<file path="src/rtl/ibtb_update_queue.sv">
// Training-record FIFO feeding the ibtb update port: merges back-to-back
// duplicates at the tail and issues at most one update per cycle from the head.
module ibtb_update_queue #(
  parameter int DEPTH  = 8,
  parameter int CW     = 16,
  parameter int GH_W   = 16,
  parameter int ASID_W = 8,
  parameter int INFO_W = 32
) (
  input  logic                       CLK,
  input  logic                       RST,
  input  logic                       enq_valid,
  output logic                       enq_ready,
  input  logic [37:0]                enq_src_pc38,
  input  logic [GH_W-1:0]            enq_ibtb_gh,
  input  logic [ASID_W-1:0]          enq_asid,
  input  logic [INFO_W-1:0]          enq_tgt_ibtb_info,
  input  logic                       update_stall,
  output logic                       update_valid,
  output logic [37:0]                update_src_pc38,
  output logic [GH_W-1:0]            update_ibtb_gh,
  output logic [ASID_W-1:0]          update_asid,
  output logic [INFO_W-1:0]          update_tgt_ibtb_info,
  output logic [$clog2(DEPTH):0]     occupancy,
  output logic [CW-1:0]              coalesce_count
);

  localparam int AW = $clog2(DEPTH);
  localparam int OW = AW + 1;

  logic [37:0]       pc_mem   [DEPTH];
  logic [GH_W-1:0]   gh_mem   [DEPTH];
  logic [ASID_W-1:0] asid_mem [DEPTH];
  logic [INFO_W-1:0] info_mem [DEPTH];

  logic [AW-1:0] head, tail, tail_last;
  logic [OW-1:0] occ;
  logic [CW-1:0] coal;
  logic          empty, full, accept, deq, key_match, merge, push;

  assign empty     = (occ == '0);
  assign full      = (occ == OW'(DEPTH));
  assign enq_ready = ~full;
  assign accept    = enq_valid & enq_ready;

  // Head data comes straight from storage, so nothing on enq_* reaches update_*.
  assign update_valid         = ~empty & ~update_stall & ~RST;
  assign deq                  = update_valid;
  assign update_src_pc38      = pc_mem[head];
  assign update_ibtb_gh       = gh_mem[head];
  assign update_asid          = asid_mem[head];
  assign update_tgt_ibtb_info = info_mem[head];

  assign tail_last = tail - AW'(1);
  assign key_match = (pc_mem[tail_last] == enq_src_pc38) &&
                     (gh_mem[tail_last] == enq_ibtb_gh) &&
                     (asid_mem[tail_last] == enq_asid);
  // A lone entry leaving this cycle cannot absorb the new record; it is re-enqueued.
  assign merge = accept & ~empty & key_match & ~((occ == OW'(1)) & deq);
  assign push  = accept & ~merge;

  assign occupancy      = occ;
  assign coalesce_count = coal;

  always_ff @(posedge CLK) begin
    if (RST) begin
      head <= '0;
      tail <= '0;
      occ  <= '0;
      coal <= '0;
      for (int i = 0; i < DEPTH; i++) begin
        pc_mem[i]   <= '0;
        gh_mem[i]   <= '0;
        asid_mem[i] <= '0;
        info_mem[i] <= '0;
      end
    end else begin
      if (push) begin
        pc_mem[tail]   <= enq_src_pc38;
        gh_mem[tail]   <= enq_ibtb_gh;
        asid_mem[tail] <= enq_asid;
        info_mem[tail] <= enq_tgt_ibtb_info;
        tail           <= tail + AW'(1);
      end
      if (merge) begin
        info_mem[tail_last] <= enq_tgt_ibtb_info;
        if (coal != '1) coal <= coal + CW'(1);
      end
      if (deq) head <= head + AW'(1);
      occ <= occ + OW'(push) - OW'(deq);
    end
  end

endmodule

</file>
<file path="config.mk">
export PLATFORM = sky130hd
export DESIGN_NAME = ibtb_update_queue
export DESIGN_NICKNAME = d
export VERILOG_FILES = /design/src/rtl/ibtb_update_queue.sv
export SDC_FILE = /design/constraint.sdc
export NUM_CORES = 1
export LEC_CHECK = 0
export BUFFER_PORTS_ARGS = -buffer_cell sky130_fd_sc_hd__buf_2
export CAP_MARGIN = 20
export CORE_MARGIN = 2
export CORE_UTILIZATION = 25
export DETAILED_ROUTE_END_ITERATION = 10
export GPL_ROUTABILITY_DRIVEN = 1
export HOLD_SLACK_MARGIN = 0.05
export SLEW_MARGIN = 20
export SYNTH_ARGS = -nofsm -noshare
export SYNTH_HDL_FRONTEND = slang
export SYNTH_SLANG_ARGS = --single-unit
</file>
<file path="constraint.sdc">
create_clock -name CLK -period 6.9 [get_ports CLK]
set_clock_uncertainty 0.15 [all_clocks]
set_input_delay 0.345 -clock CLK [delete_from_list [all_inputs] [get_ports CLK]]
set_output_delay 0.345 -clock CLK [all_outputs]
set_load 0.05 [all_outputs]
</file>
==> run_summary.xml <==
<?xml version="1.0" encoding="UTF-8"?>
<metrics>
  <group name="sta">
    <metric name="slew-limit-headroom" unit="%">29.82</metric>
    <metric name="period_minus_slack" unit="ns">6.193</metric>
    <metric name="tightestPinTransition" unit="ns">1.053</metric>
    <metric name="number_of_hold_violations_in_the_final_report" unit="">0</metric>
    <metric name="drv_slew" unit="">0</metric>
    <metric name="final.hold.worst_slack" unit="ns">0.1434</metric>
    <metric name="final.setup.tns" unit="ns">0</metric>
    <metric name="setup_violations" unit="">0</metric>
    <metric name="ratio_of_final_minimum_period_to_clock_period" unit="%">89.76</metric>
    <metric name="setup_repair_after_global_routing_missed_its_margin" unit="">false</metric>
    <metric name="maxClockFrequency" unit="GHz">0.1615</metric>
  </group>
  <group name="route">
    <metric name="drt-vias-per-instance" unit="">4.867</metric>
    <metric name="vias" unit="">25046</metric>
    <metric name="wire_per_inst" unit="um">24.59</metric>
    <metric name="drt_first_iter_violations" unit="">2357</metric>
    <metric name="drc" unit="">0</metric>
    <metric name="drt_wl_total" unit="um">126500</metric>
    <metric name="route.antenna.remaining_nets" unit="">0</metric>
    <metric name="router_iterations_before_antenna_repair" unit="">5</metric>
  </group>
  <group name="place">
    <metric name="place.gp.congestion" unit="">0.8182</metric>
    <metric name="numPortBuffers" unit="">213</metric>
    <metric name="place_hpwl" unit="um">75930</metric>
  </group>
  <group name="critical_path">
    <metric name="crit_path_cell_trace" unit="">clkinv_1 &gt; ha_4 &gt; buf_12 &gt; buf_4 &gt; mux4_2 &gt; xnor2_1 &gt; nand4_1 &gt; a2111oi_0 &gt; a31oi_1 &gt; nor4b_1 &gt; nand4_2 &gt; or4_1 &gt; nand3_2 &gt; buf_4 &gt; buf_4 &gt; and3_1</metric>
    <metric name="timing.critical_path.required" unit="ns">7.28</metric>
    <metric name="critPathArrivalTime" unit="ns">6.57</metric>
    <metric name="cell_occurring_most_often_along_the_worst_timing_path" unit="">buf_4</metric>
    <metric name="crit_fanout" unit="">64</metric>
    <metric name="worst_path_max_delay_cell" unit="">nor4b_1</metric>
    <metric name="critical_setup_path_class" unit="">reg -&gt; reg</metric>
    <metric name="worst_setup_path_start_kind" unit="">flip-flop</metric>
    <metric name="endpoint_kind" unit="">flip-flop</metric>
    <metric name="longest_individual_stage_delay_on_the_worst_path" unit="ns">0.57</metric>
  </group>
  <group name="global_route">
    <metric name="antenna_violations_before_repair" unit="">21</metric>
    <metric name="gr-total-overflow" unit="">0</metric>
    <metric name="grt.total_usage" unit="%">15.13</metric>
    <metric name="grt_first_pass_wirelength" unit="um">182600</metric>
    <metric name="grt_max_degree" unit="">74</metric>
    <metric name="via_count_of_the_first_global_routing_pass" unit="">25226</metric>
  </group>
  <group name="synthesis">
    <metric name="post_synth_fa_ha_maj_area_fraction" unit="%">0.3584</metric>
    <metric name="ys_seq_elements" unit="">781</metric>
    <metric name="async_flop_share" unit="%">0</metric>
    <metric name="synth-main-ff-cell" unit="">edfxtp_1</metric>
    <metric name="syn_area" unit="mm^2">0.04050</metric>
    <metric name="synth-simple-area-share" unit="%">14.54</metric>
    <metric name="synthesis.area_per_instance" unit="um^2">14.94</metric>
    <metric name="syn_inst" unit="">2710</metric>
    <metric name="yosys_warnings" unit="">0</metric>
    <metric name="synth_top_cell_by_area" unit="">edfxtp_1</metric>
    <metric name="post_synth_main_area_contributors" unit="">edfxtp_1 56%, mux4_2 17%, and2_1 6.6%</metric>
    <metric name="compound_gate_portion_of_the_synthesized_area" unit="%">1.325</metric>
    <metric name="largest_family_of_logic_cells_by_synthesized_area" unit="">multiplexers</metric>
    <metric name="ys_seq_area_share" unit="%">57.19</metric>
    <metric name="post_synth_num_cell_types" unit="">68</metric>
    <metric name="synth.top_cell.area_share" unit="%">55.76</metric>
    <metric name="muxShareOfSynthArea" unit="%">21.27</metric>
    <metric name="syn-num-nets" unit="">2819</metric>
    <metric name="edff_count_synth" unit="">752</metric>
    <metric name="post_synth_xor_area_fraction" unit="%">2.209</metric>
  </group>
  <group name="floorplan">
    <metric name="floorplan.initialDensity" unit="%">25.19</metric>
    <metric name="die_area" unit="mm^2">0.1652</metric>
    <metric name="num_ports" unit="">214</metric>
    <metric name="die_height" unit="um">406.5</metric>
    <metric name="design.core.area" unit="mm^2">0.1608</metric>
    <metric name="die_width" unit="um">406.5</metric>
    <metric name="row_count" unit="">147</metric>
  </group>
  <group name="clock_tree">
    <metric name="cts.htree.levels" unit="">3</metric>
    <metric name="cts.clk_slew.worst_paths" unit="ns">0.06</metric>
    <metric name="tritoncts" unit="">built</metric>
    <metric name="clock_sink_count" unit="">781</metric>
    <metric name="cts-buffers-inserted" unit="">85</metric>
    <metric name="maximum_count_of_clock_buffers_along_a_single_path" unit="">3</metric>
    <metric name="root_buffer" unit="">clkbuf_16</metric>
    <metric name="worstSkewPairLatency" unit="ns">0.70</metric>
    <metric name="post-cts-setup-buffer-count" unit="">0</metric>
  </group>
  <group name="final_layout">
    <metric name="layout_common_cells" unit="">752 x edfxtp_1, 427 x and2_1, 299 x mux4_2</metric>
    <metric name="design.final.nets" unit="">3024</metric>
    <metric name="most_frequent_standard_cell_in_the_layout_excluding_fill_and_tap_cells" unit="">edfxtp_1</metric>
    <metric name="post_route_cells_drive_above_1_share" unit="%">28.01</metric>
    <metric name="area_growth" unit="%">17.46</metric>
  </group>
  <group name="run_status">
    <metric name="outcome" unit="">complete, no violations</metric>
  </group>
  <group name="job">
    <metric name="max_cap_violations" unit="">0</metric>
  </group>
  <group name="power_and_ir_drop">
    <metric name="switching_power" unit="W">0.005410</metric>
    <metric name="power_leakage" unit="nW">17.35</metric>
    <metric name="power_report.internal_total" unit="W">0.009844</metric>
    <metric name="seq_power_share" unit="%">37.5</metric>
    <metric name="power.total" unit="W">0.01525</metric>
    <metric name="power.share.combinational" unit="%">33.5</metric>
    <metric name="ir_worst_vdd" unit="V">0.0002282</metric>
    <metric name="power.switching_fraction" unit="%">35.47</metric>
    <metric name="clock_power_share" unit="%">28.9</metric>
    <metric name="p_per_area" unit="mW/mm^2">320.7</metric>
  </group>
  <group name="min_path">
    <metric name="worst_hold_path_type" unit="">in -&gt; reg</metric>
  </group>
</metrics>
[stage by stage]
step                worst slack [ns]  instance area [um^2]  utilization [%]  std cells
finish                        0.7065                 47570            29.59       5146
global route                  0.4155                 47560            29.59       5144
CTS                           0.7862                 47560            29.58       5141
detailed placement            0.8121                 44020            27.39       4897
global placement              0.8514                 44020            27.39       4897
floorplan                      1.114                 40500                -       2710
[cells in the mapped netlist, drive strengths merged, types with 3 or more instances]
master and instances:
a2111oi 9, nand3 30, edfxtp 752, clkbuf 161, nand4 11, a21oi 17
a21o 10, nor2b 8, mux2i 77, o2111ai 4, nor3 58, dfxtp 29
a31oi 5, nand2b 3, and2 427, and3 259, buf 95, or4 8
nor2 59, o221ai 3, xnor2 85, nor4 51, mux4 300, inv 19
nand4b 3, nand2 42, clkinv 6, or2 15, o22ai 3, xor2 15
ha 10, o21ai 8, or3 4, mux2 96
[cell families (layout without fill, tap and decap cells)]
kind of cell | after synthesis | in the layout
buffers and inverters | 281 | 552
AND/OR/NAND/NOR | 988 | 988
multiplexers | 473 | 473
XOR/XNOR | 100 | 100
adder cells (fa/ha/maj) | 11 | 11
AO/OA/AOI/OAI | 76 | 76
other | 0 | 5
flip-flops | 781 | 781
[metal layers]
layer,vias up,wire length [um],global-route usage [%]
met5,-,129,0
li1,10881,-,-
met4,22,3645,4.542
met2,980,60760,24.64
met3,220,9120,3.117
met1,12943,52880,20.24
[state kept, by name, summed over array words and instances, names as in the netlist, named ones only]
name and cells:
pc_mem 304, info_mem 256, gh_mem 128, asid_mem 64, coalesce_count 16, occupancy 4, head 3, tail 3
[layout make-up]
cell class | count | area (um^2)
Fill cell | 16110 | 113200
Sequential cell | 781 | 23180
Multi-Input combinational cell | 1648 | 16220
Timing Repair Buffer | 374 | 2740
Tap cell | 2160 | 2703
Clock buffer | 105 | 2245
Clock inverter | 48 | 376.6
Inverter | 25 | 93.84
Antenna cell | 5 | 12.51
[path summary, 6_finish.rpt]
kind                                       from               to  slack, ns  cells past startpoint
worst max-delay path                    tail[0]  info_mem[7][16]       0.71                     16
worst min-delay path            enq_src_pc38[9]     pc_mem[4][9]       0.14                      3
worst max register to register          tail[0]  info_mem[7][16]       0.71                     16
worst min register to register          head[1]        flip-flop       0.35                      2
[worst max-delay path: cells and delay by family (launching register included)]
| kind | cells | cell delay [ns] |
|---|---|---|
| AO/OA/AOI/OAI | 2 | 0.70 |
| buffers and inverters | 5 | 1.67 |
| AND/OR/NAND/NOR | 6 | 2.23 |
| adder cells (fa/ha/maj) | 1 | 0.30 |
| flip-flops | 1 | 0.36 |
| XOR/XNOR | 1 | 0.21 |
| multiplexers | 1 | 0.38 |
[timing repair]
item,CTS,global route
hold endpoints to repair,719,0
resized for setup,0,0
hold buffers,91,0
[power groups by stage]
| stage | Clock (W) | Combinational (W) | Sequential, W |
|---|---|---|---|
| after global placement | 0 | 0.00511 | 0.00582 |
| after floorplan | 0 | 0.00364 | 0.00570 |
| after global routing | 0.00469 | 0.00538 | 0.00577 |
| after CTS | 0.00451 | 0.00518 | 0.00573 |
| after detailed placement | 0 | 0.00511 | 0.00583 |
| final | 0.00441 | 0.00511 | 0.00573 |
Note: power is estimated with default switching activity, not from simulation.
